==> config.mk <==
export PLATFORM = sky130hd
export DESIGN_NAME = pwm_audio_dac
export DESIGN_NICKNAME = d
export VERILOG_FILES = /design/src/rtl/pwm_audio_dac.sv
export SDC_FILE = /design/constraint.sdc
export NUM_CORES = 1
export LEC_CHECK = 0
export CAP_MARGIN = 30
export CORE_UTILIZATION = 55
export DETAILED_ROUTE_END_ITERATION = 10
export GPL_TIMING_DRIVEN = 0
export PLACE_DENSITY = 0.82
export SLEW_MARGIN = 20
export SYNTH_ARGS = -nofsm -noshare
export SYNTH_HDL_FRONTEND = slang
export SYNTH_SLANG_ARGS = --single-unit
==> constraint.sdc <==
create_clock -name i_clk -period 4.1 [get_ports i_clk]
set_input_delay 0.615 -clock i_clk [delete_from_list [all_inputs] [get_ports i_clk]]
set_output_delay 0.615 -clock i_clk [all_outputs]
set_load 0.01 [all_outputs]
==> src/rtl/pwm_audio_dac.sv <==
// Sample-stream to single-bit PWM pin, one sample latched per PWM period.
// Define PWM_AUDIO_DAC_DITHER_EN to add 1-LSB LFSR dither to each latched sample.
module pwm_audio_dac #(
    parameter int WIDTH    = 9,
    parameter int PRESCALE = 1
) (
    input  logic             i_clk,
    input  logic             i_rst_n,
    input  logic [WIDTH-1:0] i_sample,
    input  logic             i_sample_valid,
    input  logic             i_clear_underrun,
    output logic             o_sample_req,
    output logic             o_pwm,
    output logic             o_period_stb,
    output logic             o_underrun
);

    localparam int PW = $clog2(PRESCALE) + 1;
    localparam logic [WIDTH-1:0] CNT_MAX  = '1;
    localparam logic [PW-1:0]    PRE_LAST = PW'(PRESCALE - 1);

    logic [PW-1:0]    pre_q, pre_d;
    logic [WIDTH-1:0] cnt_q, cnt_d;
    logic [WIDTH-1:0] duty_q, duty_d, new_duty;
    logic             req_q, req_d;
    logic             pwm_q, pwm_d;
    logic             stb_q;
    logic             underrun_q, underrun_d;
    logic             cnt_en, last_cnt;

`ifdef PWM_AUDIO_DAC_DITHER_EN
    logic [15:0]      lfsr_q, lfsr_d;
    logic [WIDTH:0]   dith_sum;

    always_comb begin
        lfsr_d = lfsr_q;
        if (last_cnt) begin
            lfsr_d = {1'b0, lfsr_q[15:1]} ^ (lfsr_q[0] ? 16'hB400 : 16'h0000);
        end
        dith_sum = {1'b0, i_sample} + (WIDTH + 1)'(lfsr_q[0]);
        new_duty = dith_sum[WIDTH] ? CNT_MAX : dith_sum[WIDTH-1:0];
    end

    always_ff @(posedge i_clk or negedge i_rst_n) begin
        if (!i_rst_n) begin
            lfsr_q <= 16'hACE1;
        end else begin
            lfsr_q <= lfsr_d;
        end
    end
`else
    always_comb begin
        new_duty = i_sample;
    end
`endif

    always_comb begin
        cnt_en   = (pre_q == PRE_LAST);
        pre_d    = cnt_en ? '0 : pre_q + PW'(1);
        cnt_d    = cnt_en ? cnt_q + WIDTH'(1) : cnt_q;
        last_cnt = cnt_en && (cnt_q == CNT_MAX);

        // Request is registered, so look one state ahead for the cycle before last-count.
        if (PRESCALE == 1) begin
            req_d = (cnt_d == CNT_MAX - WIDTH'(1));
        end else begin
            req_d = (cnt_d == CNT_MAX) && (pre_d == PRE_LAST - PW'(1));
        end

        duty_d     = duty_q;
        underrun_d = underrun_q;
        if (i_clear_underrun) begin
            underrun_d = 1'b0;
        end
        if (last_cnt) begin
            if (i_sample_valid) begin
                duty_d = new_duty;
            end else begin
                underrun_d = 1'b1;
            end
        end

        pwm_d = (cnt_d < duty_d);
    end

    always_ff @(posedge i_clk or negedge i_rst_n) begin
        if (!i_rst_n) begin
            pre_q      <= '0;
            cnt_q      <= '0;
            duty_q     <= '0;
            req_q      <= 1'b0;
            pwm_q      <= 1'b0;
            stb_q      <= 1'b0;
            underrun_q <= 1'b0;
        end else begin
            pre_q      <= pre_d;
            cnt_q      <= cnt_d;
            duty_q     <= duty_d;
            req_q      <= req_d;
            pwm_q      <= pwm_d;
            stb_q      <= last_cnt;
            underrun_q <= underrun_d;
        end
    end

    assign o_sample_req = req_q;
    assign o_pwm        = pwm_q;
    assign o_period_stb = stb_q;
    assign o_underrun   = underrun_q;

endmodule

After elaboration in Yosys (flattened, before gate mapping):

Cells that the tools add are included.

* bits in registers: 23
* input bits: 13
* output and inout bits: 4
* word-level logic and storage cells: 21

* add/subtract/negate cells: 2
* $lt $le $gt $ge: 1
* eq/ne operators: 2
* multiplexer cells: 7
* bitwise operators: 1
* reduce and logical (&&, ||, !) cells: 1

Operators with widths (number)
* 9-bit two-way mux: 3
* 9-bit equality test (second input constant): 2
* 9-bit by 1-bit adder with 9-bit output (second input constant): 1
* 9-bit < comparator: 1
* 1-bit two-way mux: 4
* 1-bit adder (second input constant): 1
* 1-bit logical AND: 1
* 1-bit NOT: 1

Longest topological paths before layout:

* depth in word-level cells: 4
* gate-level depth with buffers: 10
* gate-level depth less buffers: 10

Worst setup path before layout:

Ideal clock, no wire load.

* path kind: register to register
* from: reg cnt_q[0]
* to: reg pwm_q (netlist: o_pwm)
* setup time: 0.064 ns
* data arrival time: 2.391 ns
* required time: 4.036 ns
* slack: 1.645 ns
* stages on the path, launching flop included: 11
* path buffers: 0
* period minus slack after synthesis: 2.455 ns
* cells stage by stage: dfrtp_1 -> ha_1 -> and4_2 -> ha_1 -> nand2_2 -> mux2i_1 -> ha_1 -> a21o_1 -> a21o_1 -> a21oi_1 -> o21a_1

* cells in the longest elaborated chain, start to end: 4
* elaborated cells on any way between the ends: 6
* classes of those cells: 1 x add/sub; 1 x order compare; 1 x eq/ne; 2 x mux; 1 x reduce/logical

Ends and longest elaborated chain
* start, declared: RTL line 23 `logic [WIDTH-1:0] cnt_q, cnt_d;`
* start signal, assigned: RTL line 97 `cnt_q <= cnt_d;`
* 9-bit equality test: RTL line 61 `last_cnt = cnt_en && (cnt_q == CNT_MAX);`
* 1-bit logical AND: RTL line 61
* net last_cnt: RTL line 29 `logic cnt_en, last_cnt;`
* 9-bit two-way mux: RTL line 75 `if (last_cnt) begin`
* 9-bit < comparator: RTL line 83 `pwm_d = (cnt_d < duty_d);`
* net pwm_d: RTL line 26 `logic pwm_q, pwm_d;`
* end signal, assigned: RTL line 100 `pwm_q <= pwm_d;`
* end, declared: RTL line 26

The timed path passes the listed nets, and every way through them passes these cells.

Final worst setup path:

Same ends and word-level chain as after synthesis.

==> flow_metrics.env <==
export IMPL_ant_nets=0
export IMPL_synth_top_flop_cell="dfrtp_1"
export IMPL_clock_skew_ps=2.97
export IMPL_routed_wl_um=1770
export IMPL_firstDrtPassIters=4
export IMPL_grt_setup_unrepaired="no"
export IMPL_setup_viol=0
export IMPL_hold_viol_final=0
export IMPL_p_per_area_nw_per_um2=268
export IMPL_crit_required_ps=4350
export IMPL_io_buffers=16
export IMPL_clockBufferDepth=2
export IMPL_die_area_um2=2130
export IMPL_cts_tree="built"
export IMPL_arrival_ps=3000
export IMPL_hold_slack_ps=506
export IMPL_wl_per_cell_um=13.2
export IMPL_grt_pass1_vias=710
export IMPL_path_clk_slew_ps=110
export IMPL_synthCells=88
export IMPL_clock_tree_root_cell="clkbuf_4"
export IMPL_rr_worst_depth=10
export IMPL_fp_dieW_um=46.1
export IMPL_cts_resized_gates=0
export IMPL_worstPathMaxFanout=10
export IMPL_cap_violations=0
export IMPL_crit_type="register to register"
export IMPL_hold_depth=2
export IMPL_fin_tns_setup_ps=0
export IMPL_syn_area_per_cell_um2=12.2
export IMPL_clkLatencyLatePin_ps=300
export IMPL_end_kind="register"
export IMPL_synth_edf_count=0
export IMPL_drv_slew=0
export IMPL_placed_cell_area_um2=1260
export IMPL_post_cts_buffers=0
export IMPL_fin_crit_ps=2750
export IMPL_grt_pass1_wl_um=3190
export IMPL_synth_nets=112
export IMPL_gp_congestion=0.823
export IMPL_drive_gt1_frac=0.119
export IMPL_row_count=15
export IMPL_final_net_count=134
export IMPL_ys_warn_count=0
export IMPL_hpwl_um=1370
export IMPL_syn_cell_area_um2=1070
export IMPL_drt_iter0_drc=5
export IMPL_r2r_start="cnt_q[0]"
export IMPL_h_tree_depth=1
export IMPL_drc=0
export IMPL_track_usage=0.220
export IMPL_pin_count=17
export IMPL_cts_sinks=22
export IMPL_worstMarginPinSlew_ps=443
export IMPL_min_to="duty_q[6]"
export IMPL_power_uw=351
export IMPL_vias=695
export IMPL_grt_max_degree=23
export IMPL_start_kind="register"
export IMPL_max_slew_margin=0.704
export IMPL_p_leak_nw=0.707
export IMPL_period_share=0.671
export IMPL_avgViaCountPerCell=5.19
export IMPL_die_h_um=46.1
export IMPL_hold_start="duty_q[6]"
export IMPL_grt_antenna_before_repair=0
export IMPL_diodes=0
export IMPL_status="complete, no violations"
export IMPL_post_place_ws_ps=1340
export IMPL_gr_total_overflow=0
export IMPL_max_freq_ghz=0.364
export IMPL_irDropWorstVdd_uv=197
export IMPL_ys_ff_latch=22
export IMPL_hold_buffers=0
export IMPL_core_area_um2=1780
export IMPL_cts_made_buffers=3
export IMPL_ys_seq_area_frac=0.514
export IMPL_synth_cell_types=26
export IMPL_start_util=0.601
export IMPL_hp_class="register to register"
export IMPL_async_flop_share=1.00
export IMPL_fillers=129
export IMPL_r2r_setup_slack_ps=1350
export IMPL_syn2layout_area_growth_pct=22.3
export IMPL_fin_ws_ps=1350
export IMPL_final_area_um2=1310
export IMPL_rr_endpoint="o_pwm"
## where the power goes
part / internal, mW / switching [mW]
registers: 0.217 / 0.0000000000000000197
clock network: 0.0542 / 0.0625
logic: 0.0111 / 0.00581
## per-stage QoR
step | instances | utilization
6_report | 134 | 0.735
5_1_grt | 134 | 0.735
4_1_cts | 133 | 0.728
3_5_place_dp | 129 | 0.708
3_3_place_gp | 129 | 0.708
2_1_floorplan | 88 | -
## worst max-delay path, stage by stage (launching register included)
cell and delay (ps):
dfrtp_1 510, ha_1 310, and4_2 210, ha_1 240
nand2_2 260, mux2i_1 280, ha_1 270, a21o_1 160
a21o_1 160, a21oi_1 150, o21a_1 140
## flip-flops by register name, indices dropped and copies added (netlist names)
name,flops
cnt_q,9
duty_q,9
o_period_stb,1
o_pwm,1
o_sample_req,1
o_underrun,1
## Yosys cell counts (2+ instances only)
cell type,n,area share
nand2_1,3,0.011
mux2i_1,8,0.075
nand4_1,2,0.012
ha_1,11,0.13
dfrtp_1,22,0.51
a21oi_1,3,0.014
xnor2_1,3,0.025
xor2_1,2,0.016
nand3_1,5,0.023
inv_1,12,0.042
a21o_1,2,0.014
## layer usage
layer  GRT usage  share of wire  up-vias
met1       0.286           0.47      331
li1            -              -      348
met3      0.0235          0.020        5
met5           0              0        -
met2       0.346           0.47       11
met4       0.141          0.032        0
## logic make-up (layout without fill, tap and decap cells)
kind of cell,Yosys count,after routing,share of synthesized area
buffers and inverters,13,34,0.0456
adder cells (fa/ha/maj),11,11,0.129
AO/OA/AOI/OAI,9,9,0.0514
XOR/XNOR,6,6,0.0561
AND/OR/NAND/NOR,18,18,0.119
flip-flops,22,22,0.514
multiplexers,9,9,0.0853
## worst max path at each step
stage | from | to | slack [ps] | cells past startpoint
floorplan | cnt_q[0] | o_pwm | 1640 | 10
global placement | cnt_q[0] | o_pwm | 1420 | 10
detailed placement | cnt_q[0] | o_pwm | 1340 | 10
CTS | cnt_q[0] | o_pwm | 1310 | 10
global route | cnt_q[0] | o_pwm | 1100 | 10
finish | cnt_q[0] | o_pwm | 1350 | 10
## layout by cell type, fill, tap and decap left out, types with 3 or more instances in the layout
cell             count
mux2i_1              8
nand2_1              3
nand3_1              5
inv_1               12
a21oi_1              3
clkbuf_4             3
xnor2_1              3
ha_1                11
dfrtp_1             22
clkdlybuf4s50_1     16
## area by class of cell
| class | instances | area, um2 | area share |
|---|---|---|---|
| repair buffers | 17 | 171 | 0.131 |
| clock buffers | 4 | 36.3 | 0.0277 |
| multi-input cells | 53 | 472 | 0.360 |
| well taps | 25 | 31.3 | 0.0239 |
| flip-flops and latches | 22 | 551 | 0.420 |
| inverters | 13 | 48.8 | 0.0372 |
Power figures use the tool's default switching activity.
